### config.mk
export PLATFORM = sky130hd
export DESIGN_NAME = block_mem_arbiter
export DESIGN_NICKNAME = d
export VERILOG_FILES = /design/src/rtl/block_mem_arbiter_pkg.sv /design/src/rtl/block_mem_arbiter_rr_priority_pick.sv /design/src/rtl/block_mem_arbiter.sv
export SDC_FILE = /design/constraint.sdc
export NUM_CORES = 1
export LEC_CHECK = 0
export CAP_MARGIN = 25
export CORE_ASPECT_RATIO = 0.6
export CORE_MARGIN = 10
export CORE_UTILIZATION = 50
export DETAILED_ROUTE_END_ITERATION = 10
export DONT_BUFFER_PORTS = 1
export PLACE_DENSITY_LB_ADDON = 0.3
export SLEW_MARGIN = 30
export SYNTH_ARGS = -nofsm -noshare
export SYNTH_HDL_FRONTEND = slang
export SYNTH_SLANG_ARGS = --single-unit
export TNS_END_PERCENT = 1
### constraint.sdc
create_clock -name clock -period 2.45 [get_ports clock]
set_input_delay 0.49 -clock clock [delete_from_list [all_inputs] [get_ports clock]]
set_output_delay 0.49 -clock clock [all_outputs]
set_load 0.05 [all_outputs]
### src/rtl/block_mem_arbiter_pkg.sv
// Shared constants for the block_memory command-port arbiter:
// function codes, requester indices and the arbiter FSM encoding.
package block_mem_arbiter_pkg;

    localparam logic [1:0] FUNC_NOP  = 2'b00;
    localparam logic [1:0] FUNC_READ = 2'b01;
    localparam logic [1:0] FUNC_HIT  = 2'b10;
    localparam logic [1:0] FUNC_LOAD = 2'b11;

    localparam int REQ_STAGE = 0;
    localparam int REQ_BALL1 = 1;
    localparam int REQ_BALL2 = 2;

    typedef enum logic [2:0] {
        S_IDLE      = 3'd0,
        S_ISSUE     = 3'd1,
        S_WAIT_BUSY = 3'd2,
        S_WAIT_DONE = 3'd3,
        S_RESP      = 3'd4
    } state_e;

endpackage

### src/rtl/block_mem_arbiter_rr_priority_pick.sv
// Combinational picker: requester 0 always wins, the others are searched
// round-robin starting at rr_ptr_i and wrapping from NREQ-1 back to 1.
module rr_priority_pick #(
    parameter int NREQ  = 3,
    parameter int IDX_W = $clog2(NREQ)
) (
    input  logic [NREQ-1:0]  req_i,
    input  logic [IDX_W-1:0] rr_ptr_i,
    output logic             valid_o,
    output logic [NREQ-1:0]  win_oh_o,
    output logic [IDX_W-1:0] win_idx_o
);

    logic found;
    int   start;
    int   idx;

    always_comb begin
        win_oh_o  = '0;
        win_idx_o = '0;
        found     = 1'b0;
        idx       = 0;
        start     = (rr_ptr_i == '0) ? 0 : int'(rr_ptr_i) - 1;
        if (req_i[0]) begin
            win_oh_o[0] = 1'b1;
            found       = 1'b1;
        end
        // Offsets are taken modulo the NREQ-1 ball slots so index 0 is never revisited.
        for (int k = 0; k < NREQ - 1; k++) begin
            idx = ((start + k) % (NREQ - 1)) + 1;
            for (int j = 1; j < NREQ; j++) begin
                if (!found && (j == idx) && req_i[j]) begin
                    found        = 1'b1;
                    win_oh_o[j]  = 1'b1;
                    win_idx_o    = IDX_W'(j);
                end
            end
        end
    end

    assign valid_o = |req_i;

endmodule

### src/rtl/block_mem_arbiter.sv
// Serialises READ/HIT/LOAD commands from NREQ requesters onto the single
// block_memory command port and returns the block value to the winner.
module block_mem_arbiter
    import block_mem_arbiter_pkg::*;
#(
    parameter int NREQ    = 3,
    parameter int ROW_W   = 5,
    parameter int COL_W   = 5,
    parameter int BLK_W   = 4,
    parameter int BUSY_TO = 4
) (
    input  logic                  clock,
    input  logic                  reset,
    input  logic [NREQ-1:0]       req,
    input  logic [NREQ*ROW_W-1:0] req_row,
    input  logic [NREQ*COL_W-1:0] req_col,
    input  logic [NREQ*2-1:0]     req_func,
    output logic [NREQ-1:0]       grant,
    output logic [NREQ-1:0]       done,
    output logic [BLK_W-1:0]      rdata,
    output logic                  mem_enable,
    output logic [ROW_W-1:0]      mem_row,
    output logic [COL_W-1:0]      mem_col,
    output logic [1:0]            mem_func,
    input  logic [BLK_W-1:0]      mem_block,
    input  logic                  mem_busy,
    output logic [2:0]            state_dbg
);

    localparam int IDX_W = $clog2(NREQ);
    localparam int CNT_W = $clog2(BUSY_TO + 1);

    state_e              state_q;
    logic [NREQ-1:0]     grant_q;
    logic [NREQ-1:0]     done_q;
    logic [BLK_W-1:0]    rdata_q;
    logic                mem_enable_q;
    logic [ROW_W-1:0]    mem_row_q;
    logic [COL_W-1:0]    mem_col_q;
    logic [1:0]          mem_func_q;
    logic [IDX_W-1:0]    win_q;
    logic [IDX_W-1:0]    rr_ptr_q;
    logic [CNT_W-1:0]    cnt_q;

    logic                pick_valid;
    logic [NREQ-1:0]     pick_oh;
    logic [IDX_W-1:0]    pick_idx;
    logic [ROW_W-1:0]    row_d;
    logic [COL_W-1:0]    col_d;
    logic [1:0]          func_d;
    logic [IDX_W-1:0]    rr_ptr_d;

    rr_priority_pick #(
        .NREQ  (NREQ),
        .IDX_W (IDX_W)
    ) u_pick (
        .req_i     (req),
        .rr_ptr_i  (rr_ptr_q),
        .valid_o   (pick_valid),
        .win_oh_o  (pick_oh),
        .win_idx_o (pick_idx)
    );

    always_comb begin
        row_d  = '0;
        col_d  = '0;
        func_d = FUNC_NOP;
        for (int i = 0; i < NREQ; i++) begin
            if (pick_oh[i]) begin
                row_d  = req_row[i*ROW_W +: ROW_W];
                col_d  = req_col[i*COL_W +: COL_W];
                func_d = req_func[i*2 +: 2];
            end
        end
    end

    assign rr_ptr_d = (win_q == IDX_W'(NREQ - 1)) ? IDX_W'(1) : win_q + IDX_W'(1);

    always_ff @(posedge clock) begin
        if (reset) begin
            state_q      <= S_IDLE;
            grant_q      <= '0;
            done_q       <= '0;
            rdata_q      <= '0;
            mem_enable_q <= 1'b0;
            mem_row_q    <= '0;
            mem_col_q    <= '0;
            mem_func_q   <= FUNC_NOP;
            win_q        <= '0;
            rr_ptr_q     <= IDX_W'(1);
            cnt_q        <= '0;
        end else begin
            done_q       <= '0;
            mem_enable_q <= 1'b0;
            case (state_q)
                S_IDLE: begin
                    if (pick_valid) begin
                        grant_q <= pick_oh;
                        win_q   <= pick_idx;
                        if (func_d == FUNC_NOP) begin
                            state_q <= S_RESP;
                        end else begin
                            // Strobe is raised on entry so it is high exactly during ISSUE.
                            mem_enable_q <= 1'b1;
                            mem_row_q    <= row_d;
                            mem_col_q    <= col_d;
                            mem_func_q   <= func_d;
                            state_q      <= S_ISSUE;
                        end
                    end
                end
                S_ISSUE: begin
                    cnt_q   <= '0;
                    state_q <= S_WAIT_BUSY;
                end
                S_WAIT_BUSY: begin
                    if (mem_busy) begin
                        state_q <= S_WAIT_DONE;
                    end else if (cnt_q == CNT_W'(BUSY_TO - 1)) begin
                        state_q <= S_RESP;
                    end else begin
                        cnt_q <= cnt_q + CNT_W'(1);
                    end
                end
                S_WAIT_DONE: begin
                    if (!mem_busy) begin
                        rdata_q <= mem_block;
                        state_q <= S_RESP;
                    end
                end
                S_RESP: begin
                    done_q  <= grant_q;
                    grant_q <= '0;
                    if (win_q != IDX_W'(REQ_STAGE)) begin
                        rr_ptr_q <= rr_ptr_d;
                    end
                    state_q <= S_IDLE;
                end
                default: state_q <= S_IDLE;
            endcase
        end
    end

    assign grant      = grant_q;
    assign done       = done_q;
    assign rdata      = rdata_q;
    assign mem_enable = mem_enable_q;
    assign mem_row    = mem_row_q;
    assign mem_col    = mem_col_q;
    assign mem_func   = mem_func_q;
    assign state_dbg  = state_q;

endmodule
## Word-level counts from Yosys, hierarchy flattened

Index checks and enable logic that the tools add are counted.

| word-level totals | value |
|---|---|
| flip-flop bits (word level) | 33 |
| input bits | 46 |
| output and inout port bits | 26 |
| word-level logic and storage cells | 102 |

| cells by class | value |
|---|---|
| add/subtract/negate cells | 6 |
| eq/ne operators | 15 |
| mux-type cells | 35 |
| bitwise operators | 7 |
| reductions and logical operators | 28 |

Operator list:

| kind | count |
|---|---|
| $eq A2 B32 Y1 const A | 2 |
| $eq A3 B32 Y1 const A | 2 |
| $add A32 B2 Y32 const B | 1 |
| $mux W32 | 1 |
| $mux W5 | 6 |
| $mux W3 | 8 |
| $mux W2 | 7 |
| $pmux W3 S2 | 2 |
| $pmux W3 S4 | 1 |
| $mux W1 | 10 |
| $eq A3 B2 Y1 const B | 3 |
| $reduce_and A3 Y1 | 3 |
| $logic_and A1 B1 Y1 | 8 |
| $ne A2 B2 Y1 const B | 4 |
| $reduce_and A2 Y1 | 4 |
| $add A2 B2 Y3 const B | 2 |
| $reduce_bool A2 Y1 | 3 |
| $reduce_or A3 Y1 | 2 |
| $not A1 Y1 | 5 |
| $logic_not A1 Y1 | 4 |
| $logic_not A2 Y1 | 2 |
| $add A3 B1 Y3 const B | 1 |
| $eq A3 B1 Y1 const B | 1 |
| $eq A3 B3 Y1 const B | 1 |
| other kinds (7) | 8 |

## Logic depth before layout (Yosys ltp)

Gate-level depths: netlist of the first run.

| logic depth | value |
|---|---|
| word-level depth | 25 |
| gate-level depth with buffers | 7 |
| gate-level depth less buffers | 7 |

## By module

Synthesis of the first run repeated with hierarchy kept, for this count alone.

| unflattened totals | value |
|---|---|
| cell total of the unflattened synthesis | 191 |
| area total of the unflattened synthesis | 1744.2 µm² |

By module, submodules not included:

| module | times used | cells each | area each (µm²) | sequential area each (µm²) |
|---|---|---|---|---|
| block_mem_arbiter | 1 | 181 | 1682.9 | 660.6 |
| rr_priority_pick | 1 | 10 | 61.3 | 0.0 |

## Worst setup path after synthesis of the first run

OpenSTA, ideal clock, no wires.

| timing path | value |
|---|---|
| kind | flip-flop to flip-flop |
| start | register state_q[1], in the netlist state_dbg[1] |
| end | register rdata_q[0], in the netlist rdata[0] |
| library setup time | 130 ps |
| arrival | 1609 ps |
| data required time | 2320 ps |
| path slack | 711 ps |
| stages on the path, launching flop included | 6 |
| buffers on the path | 1 |
| cells stage by stage | dfxtp_1 -> nor2b_1 -> and3_1 -> clkbuf_2 -> mux2i_1 -> nor2_1 |

| between the ends | value |
|---|---|
| longest elaborated chain between the ends | 2 |

Ends and longest elaborated chain:

| item | RTL line | RTL |
|---|---|---|
| start, declared | block_mem_arbiter.sv:33 | `state_e state_q;` |
| start signal, assigned | block_mem_arbiter.sv:81 | `state_q <= S_IDLE;` |
| start signal, assigned | block_mem_arbiter.sv:101 | `state_q <= S_RESP;` |
| start signal, assigned | block_mem_arbiter.sv:108 | `state_q <= S_ISSUE;` |
| $eq A3 B2 Y1 | block_mem_arbiter.sv:95 | `case (state_q)` |
| $reduce_and A2 Y1 (no line) | n/a |  |
| end signal, assigned | block_mem_arbiter.sv:127 | `rdata_q <= mem_block;` |
| end, declared | block_mem_arbiter.sv:36 | `logic [BLK_W-1:0] rdata_q;` |

Every way passes these cells.
A chain may end at the register's enable or synchronous reset.

## Worst setup path in the final report of the first run

| timing path | value |
|---|---|
| start | register state_q[2], in the netlist state_dbg[2] |
| end | register mem_row_q[2], in the netlist mem_row[2] |

| between the ends | value |
|---|---|
| longest elaborated chain between the ends | 2 |

Ends and longest elaborated chain:

| item | RTL line | RTL |
|---|---|---|
| $logic_not A3 Y1 | block_mem_arbiter.sv:95 |  |
| $reduce_and A3 Y1 (no line) | n/a |  |
| end signal, assigned | block_mem_arbiter.sv:105 | `mem_row_q <= row_d;` |
| end, declared | block_mem_arbiter.sv:38 | `logic [ROW_W-1:0] mem_row_q;` |

Every way passes these cells.

==> impl_metrics.csv, run 1 <==
group,metric,value,unit
place,numPortBuffers,0,
power,peakVddDrop,386.1,µV
die,rows,15,
worst_setup_path,crit_slowest_cell,"dfxtp_1",
worst_setup_path,critPathCaptureType,"register",
route,vias_per_cell,6.538,
min_path,hold_class,"primary input to register",
route,routedWlPerCell,22.42,µm
cts,cts.sinks,33,
worst_setup_path,path_cells,"nor3_4, o211ai_2, and2_4, o31ai_1",
place,dpl.hpwl,3.369,mm
die,die_w,92.92,µm
cts,clockBufferDepth,2,
yosys,synth_edf_count,0,
timing,fmax,500.9,MHz
grt,first_global_vias,1288,
finish,drive_gt1_share,16.77,%
route,dr.pass1.iters,4,
yosys,ys_types,39,
worst_setup_path,critical_path.max_stage_delay,550,ps
grt,overflow,0,
die,coreArea,2965,µm²
timing,fin_crit_sh,81.48,%
yosys,synth_top_area_cell,"dfxtp_1",
yosys,synthTopCellsByArea,"dfxtp_1 41%, a222oi_1 6.3%, o31ai_2 6.3%",
timing,worst_pin_slew,741.9,ps
finish,nNetsFinal,203,
power,leakagePower,0.5969,nW
cts,path_clk_slew,70,ps
timing,report.final.slew_viol_count,0,
run_status,status,"complete, no violations",
min_path,hold_depth,1,
worst_setup_path,cp.arrival,2180,ps
grt,grt_max_degree,42,
yosys,yosysTopAreaCellShare,41.41,%
yosys,yosys_most_used_dff,"dfxtp_1",
route,vias,1288,
finish,insertedDiodeCount,0,
grt,grtUsageTotal,14.15,%
finish,syn2layout_area_growth,6.196,%
route,wl_met2,1.996,mm
die,die_h,63.76,µm
flow_run,maxCapViolations,0,
worst_setup_path,cp.required,2640,ps
cts,clk_latency,280,ps
route,totalWireLength,4.416,mm
timing,skew,7.105,ps
route,detail-route-antenna-nets,0,
timing,hold_viol,0,
cts,cts_setup_buffers,0,
timing,slew_headroom,50.47,%
cts,root_buffer,"clkbuf_8",
cts,htree_num_levels,2,
yosys,synth_warnings,0,
worst_setup_path,critPathKind,"register to register",
yosys,async_reset_ff_share,0,%
worst_setup_path,reg2regPathDepth,4,
power,power_density,903.7,nW/µm²
grt,antenna_found_initial,0,
yosys,ys_ff_latch,33,
cts,post_cts_resized,0,
route,wl_met1,1.738,mm
route,top_layer_used,"met4",
yosys,syn_nets,206,
cts,cts_hold_buffers,0,
route,drc,0,
timing,setup-tns-final,0,ps
worst_setup_path,start_kind,"register",
cts,cts_tree,"yes",
cts,cts_inserted_buffers,5,
grt,grt_pass1_wl,6.768,mm
place,routabilityCongestion,0.7253,
route,first_iter_violations,110,
timing,rsz0062_at_grt,"no",
power,totalPowerFinal,1.531,mW
yosys,netlist_area,1595,µm²
timing,min_period,1996,ps
worst_setup_path,cp_max_fo,13,
die,die_area,5924,µm²
yosys,synth_cells,158,
timing,setup-violations-final,0,
yosys,yosysSeqAreaShare,41.41,%
die,start_util,53.80,%
yosys,avgSynthCellArea,10.10,µm²
route,met3_length,625,µm
die,num_io_pins,72,
## placed cells by master, fill, tap and decap left out, types with 3 or more instances in the layout
cell and n:
dfxtp_1 33, nor2_1 16, nand4b_1 11, a222oi_1 10, o31ai_2 8, a21oi_1 8, mux2i_1 8, clkbuf_8 6
nand2b_1 4, and2_1 4, o21ai_0 4, a211o_1 3, nand2_1 3, nor2b_1 3, a22oi_1 3, buf_4 3
## cells by family (layout without fill, tap and decap cells)
group | after synthesis | after routing | share of synthesized area (%)
flip-flops | 33 | 33 | 41.41
adder cells (fa/ha/maj) | 2 | 2 | 1.568
buffers and inverters | 15 | 12 | 4.392
multiplexers | 8 | 8 | 5.020
AO/OA/AOI/OAI | 47 | 47 | 26.20
AND/OR/NAND/NOR | 53 | 53 | 21.41
## routing by layer
layer / global-route usage [%] / vias to the layer above
met5: 0 / -
met1: 15.06 / 605
li1: - / 605
met3: 9.091 / 8
met2: 22.30 / 70
met4: 5.172 / 0
## sequential cells by signal, summed over array words and instances, names as in the netlist
name	cells
mem_func	2
mem_enable	1
rr_ptr_q	2
state_dbg	3
mem_row	5
mem_col	5
done	3
rdata	4
win_q	2
cnt_q	3
grant	3
## area by class of cell
type	count	area, µm²
Fill cell	282	1271
Multi-Input combinational cell	110	864.6
Sequential cell	33	660.6
Clock buffer	7	86.33
Tap cell	42	52.55
Timing Repair Buffer	3	22.52
Inverter	2	7.507
## final timing paths
path | start | end | slack [ps]
setup / recovery | state_dbg[2]$_SDFFE_PP0P_ | mem_row[2]$_SDFFE_PP0P_ | 450
hold / removal | reset | win_q[0]$_SDFFE_PP0P_ | 270
setup reg to reg | state_dbg[2]$_SDFFE_PP0P_ | mem_row[2]$_SDFFE_PP0P_ | 450
hold reg to reg | cnt_q[1]$_SDFFE_PP0P_ | cnt_q[1]$_SDFFE_PP0P_ | 480
## power by group
group	internal (mW)	switching (mW)
Sequential	0.594	0.219
Combinational	0.123	0.185
Clock	0.223	0.187
## critical path: cells and delay by family, from the launching register on
kind / cells / cell delay, ps
DFF: 1 / 550
AOI/OAI and AO/OA: 2 / 610
and+or+nand+nor: 2 / 740
## cell usage after synthesis (2+ instances only)
cell type and n:
a211oi_1 2, a222oi_1 10, nand2_1 3, a21oi_1 8, nor2_1 16, o21ai_0 4, o31ai_1 2, o211ai_2 2
clkbuf_1 6, inv_1 2, a211o_1 3, and2_1 4, nand3_1 2, buf_2 4, ha_1 2, a22oi_1 3
nand4b_1 11, nand2b_1 4, nor2b_1 3, nor3_1 2, o31ai_2 8, mux2i_1 8, dfxtp_1 33
## through the flow
| step | std cells | utilization [%] | area (µm²) | hold WS [ps] | setup slack [ps] |
|---|---|---|---|---|---|
| floorplan | 158 | - | 1595 | 436.6 | 711.1 |
| CTS | 197 | 57.13 | 1694 | 264.4 | 443.5 |
| detailed placement | 190 | 54.22 | 1608 | 466.1 | 424.9 |
| finish | 197 | 57.13 | 1694 | 265.9 | 453.8 |
| global route | 197 | 57.13 | 1694 | 257.2 | 343.1 |
| global placement | 190 | 54.22 | 1608 | 445.4 | 562.7 |
Note: power is estimated with default switching activity, not from simulation.
==> run 2: changes to the inputs <==
==> constraint.sdc (replaced) <==
create_clock -name clock -period 2 [get_ports clock]
set_input_delay 0.4 -clock clock [delete_from_list [all_inputs] [get_ports clock]]
set_output_delay 0.4 -clock clock [all_outputs]
set_load 0.05 [all_outputs]
==> run 2 against run 1 <==
Routed wire length fell by 4.3%. Fmax rose by 15%. Hold slack got worse by 78 ps. Clock skew fell by 3.1 ps. Via count fell by 0.31%. Clock-buffer cell count did not move. Flip-flop and latch count did not move. Design area rose by 1.3%. Critical endpoint is now grant[2]$_SDFFE_PP0P_.
==> impl_metrics.csv, run 2 (synthesized netlist as in run 1, its figures left out) <==
group,metric,value,unit
run_status,status,"complete, no violations",
timing,min_period,1733,ps
worst_setup_path,critPathKind,"register to register",
finish,nNetsFinal,206,
worst_setup_path,start_kind,"register",
cts,clk_latency,270,ps
finish,utilization,57.89,%
die,die_h,63.76,µm
worst_setup_path,cp.arrival,1900,ps
grt,grt_max_degree,42,
worst_setup_path,cp.required,2160,ps
timing,fmax,576.9,MHz
cts,cts_tree,"yes",
cts,cts_inserted_buffers,5,
finish,insertedDiodeCount,0,
timing,setup-violations-final,0,
grt,antenna_found_initial,0,
worst_setup_path,cp_max_fo,11,
timing,setup_ws,266.7,ps
timing,finalHoldWorstSlack,188.3,ps
place,dp_slack,300.0,ps
min_path,hold_depth,1,
route,vias,1284,
route,totalWireLength,4.228,mm
die,start_util,53.80,%
timing,rsz0062_at_grt,"no",
finish,fill_cells,277,
place,dp_cells,193,
worst_setup_path,crit_slowest_cell,"nor2b_1",
route,detail-route-antenna-nets,0,
finish,instances_no_fill,200,
power,pwr-share-comb,22.0,%
power,switching_share,37.88,%
power,totalPowerFinal,1.877,mW
finish,drive_gt1_share,18.35,%
power,peakVddDrop,600.4,µV
grt,overflow,0,
power,power.share.clock,26.0,%
die,rows,15,
timing,setup-tns-final,0,ps
cts,htree_num_levels,2,
flow_run,maxCapViolations,0,
finish,stdcell_area,1717,µm²
place,dpl-instance-area,1630,µm²
place,dpl.hpwl,3.267,mm
worst_setup_path,critPathBufInv,0,
cts,cts_hold_buffers,0,
die,die_area,5924,µm²
cts,clockBufferDepth,2,
worst_setup_path,critical_path.max_stage_delay,440,ps
timing,hold_viol,0,
route,first_iter_violations,103,
power,leakagePower,0.6111,nW
route,vias_per_cell,6.420,
worst_setup_path,critPathCaptureType,"register",
worst_setup_path,path_cells,"nor3_4, nor2b_1, nor2_1, a22oi_1, nor2_1",
route,routedWlPerCell,21.14,µm
finish,syn2layout_area_growth,7.608,%
min_path,hold_class,"primary input to register",
cts,post_cts_resized,0,
place,numPortBuffers,0,
die,die_w,92.92,µm
worst_setup_path,cp_num_cells,5,
grt,grt_pass1_wl,6.354,mm
die,num_io_pins,72,
timing,report.final.slew_viol_count,0,
power,p_int,1.166,mW
power,power_density,1094,nW/µm²
timing,skew,3.981,ps
grt,grtUsageTotal,13.14,%
finish,most-common-layout-cells,"33 x dfxtp_1, 16 x nor2_1, 11 x nand4b_1",
cts,path_clk_slew,60,ps
power,power_frac_seq,52.0,%
worst_setup_path,cpMostUsedCell,"nor2_1",
timing,fin_crit_sh,86.67,%
finish,layout_commonest_cell,"dfxtp_1",
die,coreArea,2965,µm²
timing,worst_pin_slew,561.2,ps
cts,cts_setup_buffers,0,
power,switchingPower,711.0,µW
grt,first_global_vias,1232,
worst_setup_path,cp_top_family,"simple AND/OR/NAND/NOR gates",
route,dr.pass1.iters,4,
timing,slew_headroom,62.54,%
cts,cts.sinks,33,
cts,root_buffer,"clkbuf_8",
route,drc,0,
worst_setup_path,reg2regPathDepth,5,
place,routabilityCongestion,0.7409,
run 2: cell types whose count changed in the layout (fill, tap and decap cells not counted), sizes merged:
| cell | before | now |
|---|---|---|
| buf | 3 | 6 |
run 2: power by group through the flow:
stage	combinational (mW)	sequential, mW	clock [mW]
finish	0.412	0.977	0.488
global route	0.446	0.988	0.533
CTS	0.412	0.979	0.505
detailed placement	0.410	0.993	0
global placement	0.395	0.989	0
floorplan	0.327	1.01	0
run 2: cell type report:
cell class | count | area, µm² | area share [%]
clock buffer | 7 | 86.33 | 5.029
timing repair buffer | 6 | 45.04 | 2.624
tap | 42 | 52.55 | 3.061
multi-input combinational | 110 | 864.6 | 50.36
sequential | 33 | 660.6 | 38.48
inverter | 2 | 7.507 | 0.4373
run 2: layer usage:
metal / vias to the layer above / global-route usage, % / share of wire [%]
met1: 605 / 13.60 / 40
li1: 609 / - / -
met2: 63 / 20.47 / 45
met3: 7 / 9.091 / 14
met5: - / 0 / 0
met4: 0 / 5.364 / 0.99
run 2: worst paths after layout:
kind	slack, ps	start	endpoint
worst max-delay path	270	state_dbg[0]$_SDFFE_PP0P_	grant[2]$_SDFFE_PP0P_
worst min-delay path	190	reset	win_q[1]$_SDFFE_PP0P_
worst max register to register	270	state_dbg[0]$_SDFFE_PP0P_	grant[2]$_SDFFE_PP0P_
worst min register to register	480	cnt_q[1]$_SDFFE_PP0P_	cnt_q[1]$_SDFFE_PP0P_
